$ cat src/rtl/comm_cmd_arbiter_if.sv
// comm_cmd_arbiter_if
//   Bundles the requester side and the CommMaster side of the command
//   arbiter into one interface.
//   slave  : arbiter view (takes requests and CommMaster flags, drives
//            completion, status and the CommMaster command).
//   master : environment view (requesters plus CommMaster).
interface comm_cmd_arbiter_if;
    logic [1:0]  req;           // per-requester request level
    logic [7:0]  cmd0;          // requester 0 command byte
    logic [15:0] data0;         // requester 0 data word
    logic [7:0]  cmd1;          // requester 1 command byte
    logic [15:0] data1;         // requester 1 data word
    logic [1:0]  done;          // one-hot completion pulse
    logic        err;           // 1 = timeout, valid with done
    logic [7:0]  resp_out;      // response byte, valid with done
    logic        busy;          // high whenever not idle
    logic        snd_cmd;       // one-cycle send pulse to CommMaster
    logic [7:0]  cmd_out;       // latched command to CommMaster
    logic [15:0] data_out;      // latched data to CommMaster
    logic        frm_snt;       // CommMaster frame transmitted
    logic        resp_rdy;      // CommMaster response ready
    logic [7:0]  resp;          // CommMaster response byte
    logic        clr_resp_rdy;  // knocks down resp_rdy

    modport slave (
        input  req, cmd0, data0, cmd1, data1, frm_snt, resp_rdy, resp,
        output done, err, resp_out, busy, snd_cmd, cmd_out, data_out, clr_resp_rdy
    );

    modport master (
        output req, cmd0, data0, cmd1, data1, frm_snt, resp_rdy, resp,
        input  done, err, resp_out, busy, snd_cmd, cmd_out, data_out, clr_resp_rdy
    );
endinterface

$ cat src/rtl/comm_cmd_arbiter.sv
// comm_cmd_arbiter
//   Shares the CommMaster wireless command link between two requesters.
//   Round-robin arbitration, latches the winner's command/data, sequences
//   CommMaster through send / frame-sent / response with a timeout, and
//   returns the response (or a timeout error) to the granted requester.
// Ports:
//   clk  : system clock
//   rst  : asynchronous active-high reset
//   bus  : comm_cmd_arbiter_if.slave (requester and CommMaster signals)
// Parameters:
//   TMO_CYC : cycles from the snd_cmd cycle to the timeout done
//   TMO_W   : timer width, 2**TMO_W must exceed TMO_CYC
module comm_cmd_arbiter #(
    parameter int unsigned TMO_CYC = 150000,
    parameter int unsigned TMO_W   = 18
) (
    input  logic                clk,
    input  logic                rst,
    comm_cmd_arbiter_if.slave   bus
);

    typedef enum logic [2:0] {
        IDLE,
        SEND,
        WAIT_SNT,
        WAIT_RESP,
        DONE
    } state_t;

    state_t             state_q, state_d;
    logic               gnt_q, gnt_d;
    logic               last_gnt_q, last_gnt_d;
    logic [7:0]         cmd_q, cmd_d;
    logic [15:0]        data_q, data_d;
    logic [7:0]         resp_q, resp_d;
    logic               err_q, err_d;
    logic [TMO_W-1:0]   timer_q, timer_d;

    logic               snd_c;
    logic               clr_c;
    logic [1:0]         done_c;
    logic               tmo;
    logic               pick;

    // The timer reads 0 during the SEND cycle, so it equals the number of
    // cycles elapsed since snd_cmd; the last wait cycle is TMO_CYC-1 and the
    // timeout done lands exactly TMO_CYC cycles after snd_cmd.
    assign tmo  = (timer_q == TMO_W'(TMO_CYC - 1));

    // Contention goes to whoever did not win last time.
    assign pick = (bus.req == 2'b11) ? ~last_gnt_q : bus.req[1];

    always_ff @(posedge clk or posedge rst) begin
        if (rst) begin
            state_q    <= IDLE;
            gnt_q      <= 1'b0;
            last_gnt_q <= 1'b1;
            cmd_q      <= '0;
            data_q     <= '0;
            resp_q     <= '0;
            err_q      <= 1'b0;
            timer_q    <= '0;
        end else begin
            state_q    <= state_d;
            gnt_q      <= gnt_d;
            last_gnt_q <= last_gnt_d;
            cmd_q      <= cmd_d;
            data_q     <= data_d;
            resp_q     <= resp_d;
            err_q      <= err_d;
            timer_q    <= timer_d;
        end
    end

    always_comb begin
        state_d    = state_q;
        gnt_d      = gnt_q;
        last_gnt_d = last_gnt_q;
        cmd_d      = cmd_q;
        data_d     = data_q;
        resp_d     = resp_q;
        err_d      = err_q;
        timer_d    = timer_q;
        snd_c      = 1'b0;
        clr_c      = 1'b0;
        done_c     = 2'b00;

        unique case (state_q)
            IDLE: begin
                // A stale response is flushed without blocking arbitration.
                clr_c = bus.resp_rdy;
                if (bus.req != 2'b00) begin
                    gnt_d      = pick;
                    last_gnt_d = pick;
                    cmd_d      = pick ? bus.cmd1  : bus.cmd0;
                    data_d     = pick ? bus.data1 : bus.data0;
                    timer_d    = '0;
                    state_d    = SEND;
                end
            end
            SEND: begin
                snd_c   = 1'b1;
                timer_d = timer_q + TMO_W'(1);
                state_d = WAIT_SNT;
            end
            WAIT_SNT: begin
                timer_d = timer_q + TMO_W'(1);
                // resp_rdy arriving with frm_snt is held by CommMaster and
                // picked up in WAIT_RESP on the next cycle.
                if (bus.frm_snt) begin
                    state_d = WAIT_RESP;
                end else if (tmo) begin
                    err_d   = 1'b1;
                    state_d = DONE;
                end
            end
            WAIT_RESP: begin
                timer_d = timer_q + TMO_W'(1);
                if (bus.resp_rdy) begin
                    resp_d  = bus.resp;
                    err_d   = 1'b0;
                    state_d = DONE;
                end else if (tmo) begin
                    err_d   = 1'b1;
                    state_d = DONE;
                end
            end
            DONE: begin
                done_c  = gnt_q ? 2'b10 : 2'b01;
                clr_c   = ~err_q;
                state_d = IDLE;
            end
            default: begin
                state_d = IDLE;
            end
        endcase
    end

    assign bus.done         = done_c;
    assign bus.err          = err_q;
    assign bus.resp_out     = resp_q;
    assign bus.busy         = (state_q != IDLE);
    assign bus.snd_cmd      = snd_c;
    assign bus.cmd_out      = cmd_q;
    assign bus.data_out     = data_q;
    assign bus.clr_resp_rdy = clr_c & ~rst;

endmodule

$ cat src/flat_wrapper.sv
// flat-port wrapper written by rule: the top's interface ports become plain ports
module comm_cmd_arbiter_flat 
#(
    parameter int unsigned TMO_CYC = 150000,
    parameter int unsigned TMO_W   = 18
)
  (clk, rst, bus_req, bus_cmd0, bus_data0, bus_cmd1, bus_data1, bus_frm_snt, bus_resp_rdy, bus_resp, bus_done, bus_err, bus_resp_out, bus_busy, bus_snd_cmd, bus_cmd_out, bus_data_out, bus_clr_resp_rdy);
  comm_cmd_arbiter_if bus_i ();
  input  logic clk;
  input  logic rst;
  input wire logic [$bits(bus_i.req)-1:0] bus_req;
  input wire logic [$bits(bus_i.cmd0)-1:0] bus_cmd0;
  input wire logic [$bits(bus_i.data0)-1:0] bus_data0;
  input wire logic [$bits(bus_i.cmd1)-1:0] bus_cmd1;
  input wire logic [$bits(bus_i.data1)-1:0] bus_data1;
  input wire logic [$bits(bus_i.frm_snt)-1:0] bus_frm_snt;
  input wire logic [$bits(bus_i.resp_rdy)-1:0] bus_resp_rdy;
  input wire logic [$bits(bus_i.resp)-1:0] bus_resp;
  output wire logic [$bits(bus_i.done)-1:0] bus_done;
  output wire logic [$bits(bus_i.err)-1:0] bus_err;
  output wire logic [$bits(bus_i.resp_out)-1:0] bus_resp_out;
  output wire logic [$bits(bus_i.busy)-1:0] bus_busy;
  output wire logic [$bits(bus_i.snd_cmd)-1:0] bus_snd_cmd;
  output wire logic [$bits(bus_i.cmd_out)-1:0] bus_cmd_out;
  output wire logic [$bits(bus_i.data_out)-1:0] bus_data_out;
  output wire logic [$bits(bus_i.clr_resp_rdy)-1:0] bus_clr_resp_rdy;
  assign bus_i.req = bus_req;
  assign bus_i.cmd0 = bus_cmd0;
  assign bus_i.data0 = bus_data0;
  assign bus_i.cmd1 = bus_cmd1;
  assign bus_i.data1 = bus_data1;
  assign bus_i.frm_snt = bus_frm_snt;
  assign bus_i.resp_rdy = bus_resp_rdy;
  assign bus_i.resp = bus_resp;
  assign bus_done = bus_i.done;
  assign bus_err = bus_i.err;
  assign bus_resp_out = bus_i.resp_out;
  assign bus_busy = bus_i.busy;
  assign bus_snd_cmd = bus_i.snd_cmd;
  assign bus_cmd_out = bus_i.cmd_out;
  assign bus_data_out = bus_i.data_out;
  assign bus_clr_resp_rdy = bus_i.clr_resp_rdy;
  comm_cmd_arbiter #(.TMO_CYC(TMO_CYC), .TMO_W(TMO_W)) u_core (.clk(clk), .rst(rst), .bus(bus_i));
endmodule
$ cat config.mk
export PLATFORM = sky130hd
export DESIGN_NAME = comm_cmd_arbiter_flat
export DESIGN_NICKNAME = d
export VERILOG_FILES = /design/src/rtl/comm_cmd_arbiter_if.sv /design/src/rtl/comm_cmd_arbiter.sv /design/src/flat_wrapper.sv
export SDC_FILE = /design/constraint.sdc
export NUM_CORES = 1
export LEC_CHECK = 0
export CAP_MARGIN = 0
export CORE_MARGIN = 3
export CORE_UTILIZATION = 40
export DETAILED_ROUTE_END_ITERATION = 10
export GPL_ROUTABILITY_DRIVEN = 0
export GPL_TIMING_DRIVEN = 0
export PLACE_DENSITY = 0.73
export RECOVER_POWER = 100
export SKIP_CTS_REPAIR_TIMING = 1
export SYNTH_ARGS = -nofsm -noshare
export SYNTH_HDL_FRONTEND = slang
export SYNTH_SLANG_ARGS = --single-unit
$ cat constraint.sdc
create_clock -name clk -period 3.6 [get_ports clk]
set_clock_uncertainty 0.05 [all_clocks]
set_input_delay 0.36 -clock clk [delete_from_list [all_inputs] [get_ports clk]]
set_output_delay 0.36 -clock clk [all_outputs]
set_load 0.05 [all_outputs]
==> flow_summary_export.csv, run 1 <==
group,metric,value,unit
run_status,status,"complete, no violations",
detailed_routing,wl_met3,365,um
detailed_routing,drc_errors,0,
place,hpwl,5040,um
place,dp_slack,980,ps
sta,max_freq,0.341,GHz
die,die_area,8020,um^2
power_and_ir_drop,ir_worst_vdd,0.000483,V
detailed_routing,dr.first_iter.drc_count,93,
detailed_routing,dr.pass1.iters,4,
min_path,hp-class,"register to register",
setup_path,end_kind,"output port",
die,start_util,42.5,%
logic_synthesis,ys.flop_type,"dfrtp_1",
finish,fin_cells,449,
flow_run,cap_violations,0,
setup_path,crit_fanout,21,
detailed_routing,vias_per_cell,4.96,
clock_network,cts_inserted_buffers,5,
detailed_routing,top_layer_used,"met4",
logic_synthesis,synth_edf_count,0,
power_and_ir_drop,fin_total_pwr,3.05,mW
logic_synthesis,synthTopCellsByArea,"dfrtp_1, mux2i_1, nand2_1",
detailed_routing,m1WireLength,2960,um
power_and_ir_drop,p_leak,1.77,nW
finish,syn_to_final_growth,41.5,%
global_route,overflow,0,
sta,slew_headroom,37.1,%
logic_synthesis,syn_avg_cell_area,11.3,um^2
sta,setup_viol,0,
finish,num-fill-cells,578,
setup_path,crit_type,"input port to output port",
place,io_buffers,99,
global_route,grt_max_degree,38,
die,die_x,89.5,um
sta,tightest_slew,934,ps
global_route,grt_pass1_wl,10200,um
detailed_routing,wl_per_cell,14.6,um
setup_path,cp-start-kind,"input port",
detailed_routing,vias,2228,
clock_network,clk_pin_slew,90,ps
sta,rsz0062_at_grt,"no",
finish,layout_common_cells,"clkdlybuf4s50_1, dfrtp_1, dlygate4sd3_1",
setup_path,crit_required,3190,ps
finish,multi_input_area,1210,um^2
detailed_routing,routed_wl,6540,um
finish,layout-drive-gt1-share,7.30,%
logic_synthesis,ys_types,46,
clock_network,cts_sinks,56,
setup_path,critical_path_arrival,2520,ps
die,io_pins,100,
logic_synthesis,synth_top_area_share,49.3,%
sta,fin_ws,666,ps
finish,regArea,1400,um^2
global_route,grt_usage,16.4,%
finish,mostFrequentLayoutCell,"clkdlybuf4s50_1",
clock_network,htree_levels,2,
clock_network,cts_root_buf,"clkbuf_8",
logic_synthesis,syn_inst,248,
logic_synthesis,synth-seq-area-share,50.2,%
sta,min_period,2930,ps
die,num_rows,29,
logic_synthesis,yosysTopAreaCell,"dfrtp_1",
logic_synthesis,synth-seq-cells,56,
finish,fin_nets,418,
die,die_h,89.5,um
finish,diodes,0,
place,placed_cells,441,
global_route,antenna_found_initial,0,
clock_network,cts.path.max_buffers,2,
logic_synthesis,syn_area,2790,um^2
logic_synthesis,yosysWarnings,0,
clock_network,cts_tree,"built",
sta,min_period_over_period,81.5,%
power_and_ir_drop,power_density,772,nW/um^2
sta,finalSetupTns,0,ps
die,core_area,6570,um^2
sta,hold_viol,0,
detailed_routing,route.antenna.remaining_nets,0,
clock_network,clk-insertion-delay-late,310,ps
detailed_routing,routed-wl-met2,3140,um
sta,report.final.slew_viol_count,0,
global_route,grt_pass1_vias,2064,
logic_synthesis,syn-num-nets,311,
logic_synthesis,async_flop_share,100,%
[cell usage after synthesis (2+ instances only)]
cell / n
a22o_1: 5
clkbuf_1: 5
dfrtp_1: 55
nand3_1: 6
mux2_2: 2
inv_1: 7
and3_2: 2
buf_6: 4
o31ai_1: 7
nor3_1: 2
mux2_4: 8
buf_4: 2
nor2_1: 5
o211ai_1: 7
nand2_1: 37
nand4_1: 2
and4_1: 3
nand4_4: 2
o21ai_0: 7
and3_1: 3
o21ai_1: 22
mux2i_1: 29
a31oi_1: 2
and2_1: 2
[cell families after synthesis]
family                   Yosys count  share of synthesized area (%)
XOR/XNOR                           2                          0.628
adder cells (fa/ha/maj)            1                          0.448
flip-flops                        56                           50.2
buffers and inverters             20                           4.66
AND/OR/NAND/NOR                   71                           14.6
AO/OA/AOI/OAI                     59                           13.9
multiplexers                      39                           15.5
[layout make-up]
class / instances / share of cell area, %
flip-flops and latches: 56 / 35.5
multi-input cells: 172 / 30.7
repair buffers: 100 / 25.6
well taps: 93 / 2.95
clock buffers: 7 / 1.93
plain buffers: 13 / 1.87
clock inverters: 1 / 0.760
inverters: 7 / 0.665
[report_power, final]
group	total (mW)	switching [mW]	internal [mW]
Combinational	1.65	1.08	0.572
Sequential	0.983	0.123	0.860
Clock	0.411	0.202	0.209
Total	3.05	1.41	1.64
[metal layers]
metal | global-route usage, % | up-vias
met1 | 23.0 | 1050
met5 | 0 | -
met4 | 5.14 | 0
met2 | 25.3 | 56
met3 | 3.78 | 7
li1 | - | 1115
[registers in the layout, summed over array words and instances (netlist names)]
name and count:
u_core.bus.resp_out 8, u_core.timer_q 18, u_core.bus.cmd_out 8, u_core.last_gnt_q 1, u_core.bus.err 1, u_core.bus.data_out 16
u_core.gnt_q 1, u_core.state_q 3
[worst paths after layout]
path / cells after the start / slack (ps) / end / from
max in group asynchronous: 3 / 2300 / u_core.last_gnt_q$_DFFE_PP1P_ / rst
setup / recovery: 4 / 670 / bus_clr_resp_rdy / rst
min in group asynchronous: 2 / 460 / u_core.bus.resp_out[4]$_DFFE_PP0P_ / rst
hold / removal: 2 / 430 / u_core.bus.data_out[4]$_DFFE_PP0P_ / u_core.bus.data_out[4]$_DFFE_PP0P_
hold reg to reg: 2 / 430 / u_core.bus.data_out[4]$_DFFE_PP0P_ / u_core.bus.data_out[4]$_DFFE_PP0P_
setup reg to reg: 6 / 1270 / u_core.timer_q[16]$_DFFE_PP0P_ / u_core.state_q[0]$_DFFE_PP0P_
[through the flow]
stage	util, %	hold slack (ps)	instance area [um^2]
detailed placement	59.7	420	3920
global placement	59.4	407	3900
CTS	61.3	338	4030
global route	60.1	456	3950
floorplan	-	373	2790
finish	60.1	427	3950
[worst max-delay path, stage by stage]
cell	delay [ps]
clkdlybuf4s50_1	400
inv_1	610
and3_1	260
dlygate4sd3_1	890
(Power assumes the default switching activity.)
==> run 2: changes to the inputs <==
==> constraint.sdc (replaced) <==
create_clock -name clk -period 2.7 [get_ports clk]
set_clock_uncertainty 0.05 [all_clocks]
set_input_delay 0.27 -clock clk [delete_from_list [all_inputs] [get_ports clk]]
set_output_delay 0.27 -clock clk [all_outputs]
set_load 0.05 [all_outputs]
==> run 2 against run 1 <==
Effect of this change: first-iteration DRC count grew 15%; utilization fell by 0.11 points; die area unchanged; design area shrank 0.19%; register-to-register slack got worse by 800 ps; count of clock-buffer cells in the layout unchanged; critical endpoint unchanged; largest cell class unchanged.
==> flow_summary_export.csv, run 2 (same netlist as run 1, synthesis figures left out) <==
group,metric,value,unit
sta,slew_headroom,36.6,%
setup_path,end_kind,"output port",
clock_network,htree_levels,2,
finish,final_area,3940,um^2
global_route,grt_pass1_wl,10200,um
finish,num-fill-cells,578,
detailed_routing,route.antenna.remaining_nets,0,
finish,layout-drive-gt1-share,7.87,%
setup_path,crit_required,2380,ps
clock_network,clk-insertion-delay-late,310,ps
sta,report.final.slew_viol_count,0,
sta,setup_viol,0,
clock_network,cts_inserted_buffers,5,
detailed_routing,routed_wl,6540,um
place,postPlaceCellArea,3920,um^2
detailed_routing,vias,2221,
die,core_area,6570,um^2
setup_path,timing.rr.start,"u_core.state_q[0]$_DFFE_PP0P_",
setup_path,crit_slowest_cell,"clkdlybuf4s50_1",
finish,regArea,1400,um^2
finish,fin_nets,418,
detailed_routing,dr.pass1.iters,4,
finish,mostFrequentLayoutCell,"clkdlybuf4s50_1",
sta,hold_viol,0,
global_route,grt_max_degree,38,
setup_path,cp_cell_sequence,"clkbuf_1 > mux2i_1 > and3_1 > clkdlybuf4s50_1",
global_route,antenna_found_initial,0,
detailed_routing,vias_per_cell,4.95,
die,num_rows,29,
clock_network,clk_pin_slew,100,ps
setup_path,crit_fanout,10,
sta,min_period_over_period,94.6,%
setup_path,reg2reg_slack,470,ps
finish,syn_to_final_growth,41.2,%
finish,fin_cells,449,
place,placed_cells,441,
setup_path,crit_buf_inv,2,
die,io_pins,100,
run_status,status,"complete, no violations",
finish,largest_register,"u_core.timer_q",
setup_path,crit_path_end,"bus_clr_resp_rdy",
sta,rsz0062_at_grt,"no",
detailed_routing,drc_errors,0,
finish,layout_common_cells,"clkdlybuf4s50_1, dfrtp_1, nand2_1",
min_path,hp-class,"input port to async pin",
power_and_ir_drop,fin_total_pwr,4.07,mW
sta,tightest_slew,940,ps
setup_path,path_depth,4,
sta,max_freq,0.392,GHz
detailed_routing,wl_per_cell,14.6,um
setup_path,crit_type,"register to output port",
clock_network,cts_root_buf,"clkbuf_8",
power_and_ir_drop,p_leak,1.76,nW
sta,min_period,2550,ps
clock_network,cts_tree,"built",
setup_path,reg2reg_to,"u_core.timer_q[16]$_DFFE_PP0P_",
setup_path,cp-startpoint,"u_core.state_q[2]$_DFFE_PP0P_",
finish,largest_register_ffs,18,
clock_network,cts.path.max_buffers,2,
flow_run,cap_violations,0,
power_and_ir_drop,power_density,1030,nW/um^2
global_route,grt_usage,16.4,%
global_route,grt_pass1_vias,2064,
setup_path,slowest_delay,810,ps
die,die_h,89.5,um
place,io_buffers,99,
place,hpwl,5040,um
die,die_x,89.5,um
sta,holdWs,353,ps
global_route,overflow,0,
die,start_util,42.5,%
finish,final_util,60.0,%
setup_path,critical_path_arrival,2230,ps
power_and_ir_drop,ir_worst_vdd,0.000645,V
detailed_routing,dr.first_iter.drc_count,107,
die,die_area,8020,um^2
setup_path,reg2regPathDepth,6,
clock_network,cts_sinks,56,
setup_path,path_delay_family,"buffers and inverters",
finish,diodes,0,
finish,multi_input_area,1210,um^2
setup_path,cp-start-kind,"register",
==> run 2: cell count changes in the layout (fill, tap and decap cells not counted) <==
cell / before / now
inv_2: 0 / 1
clkbuf_1: 11 / 10
clkbuf_2: 0 / 1
buf_6: 0 / 1
buf_12: 2 / 1
dlygate4sd3_1: 38 / 36
clkdlybuf4s50_1: 61 / 63
inv_1: 7 / 6
==> run 2: metal layers <==
metal  routed length, um  vias to the layer above  GRT usage, %
li1                    -                     1116             -
met1                2990                     1044          23.0
met2                3120                       54          25.3
met3                 357                        7          3.78
met4                  74                        0          5.14
met5                   0                        -             0
==> run 2: where the power goes <==
part | internal [mW] | total [mW] | switching [mW]
sequential | 1.15 | 1.31 | 0.166
clock | 0.278 | 0.546 | 0.267
combinational | 0.772 | 2.22 | 1.44
total | 2.20 | 4.07 | 1.88
==> run 2: how the worst min path moves through the flow <==
stage | start | slack (ps) | depth (start not counted) | endpoint
after CTS | rst | 250 | 2 | u_core.bus.resp_out[4]$_DFFE_PP0P_
after global routing | rst | 390 | 2 | u_core.bus.resp_out[3]$_DFFE_PP0P_
after global placement | u_core.timer_q[8]$_DFFE_PP0P_ | 410 | 1 | u_core.timer_q[8]$_DFFE_PP0P_
after detailed placement | u_core.timer_q[8]$_DFFE_PP0P_ | 420 | 1 | u_core.timer_q[8]$_DFFE_PP0P_
after floorplan | bus_req[0] | 280 | 1 | u_core.last_gnt_q$_DFFE_PP1P_
final | rst | 350 | 2 | u_core.bus.resp_out[3]$_DFFE_PP0P_
==> run 2: area by class of cell <==
| type | instances | share of cell area, % |
|---|---|---|
| multi-input cells | 172 | 30.8 |
| inverters | 7 | 0.666 |
| clock inverters | 1 | 0.762 |
| clock buffers | 7 | 1.94 |
| flip-flops and latches | 56 | 35.6 |
| plain buffers | 13 | 2.06 |
| repair buffers | 100 | 25.3 |
| well taps | 93 | 2.95 |
==> run 2: worst register-to-register path: stages, from the launching register on <==
cell and delay [ps]:
dfrtp_1 390, buf_6 140, nor3_1 420, o21ai_0 490
clkbuf_1 370, o211ai_1 160, o31ai_1 90
==> run 2: through the flow <==
step / TNS [ps] / worst slack, ps
finish: 0 / 147
detailed placement: 0 / 260
CTS: 0 / 151
global placement: -6150 / -1150
floorplan: 0 / 291
global route: 0 / 10.4
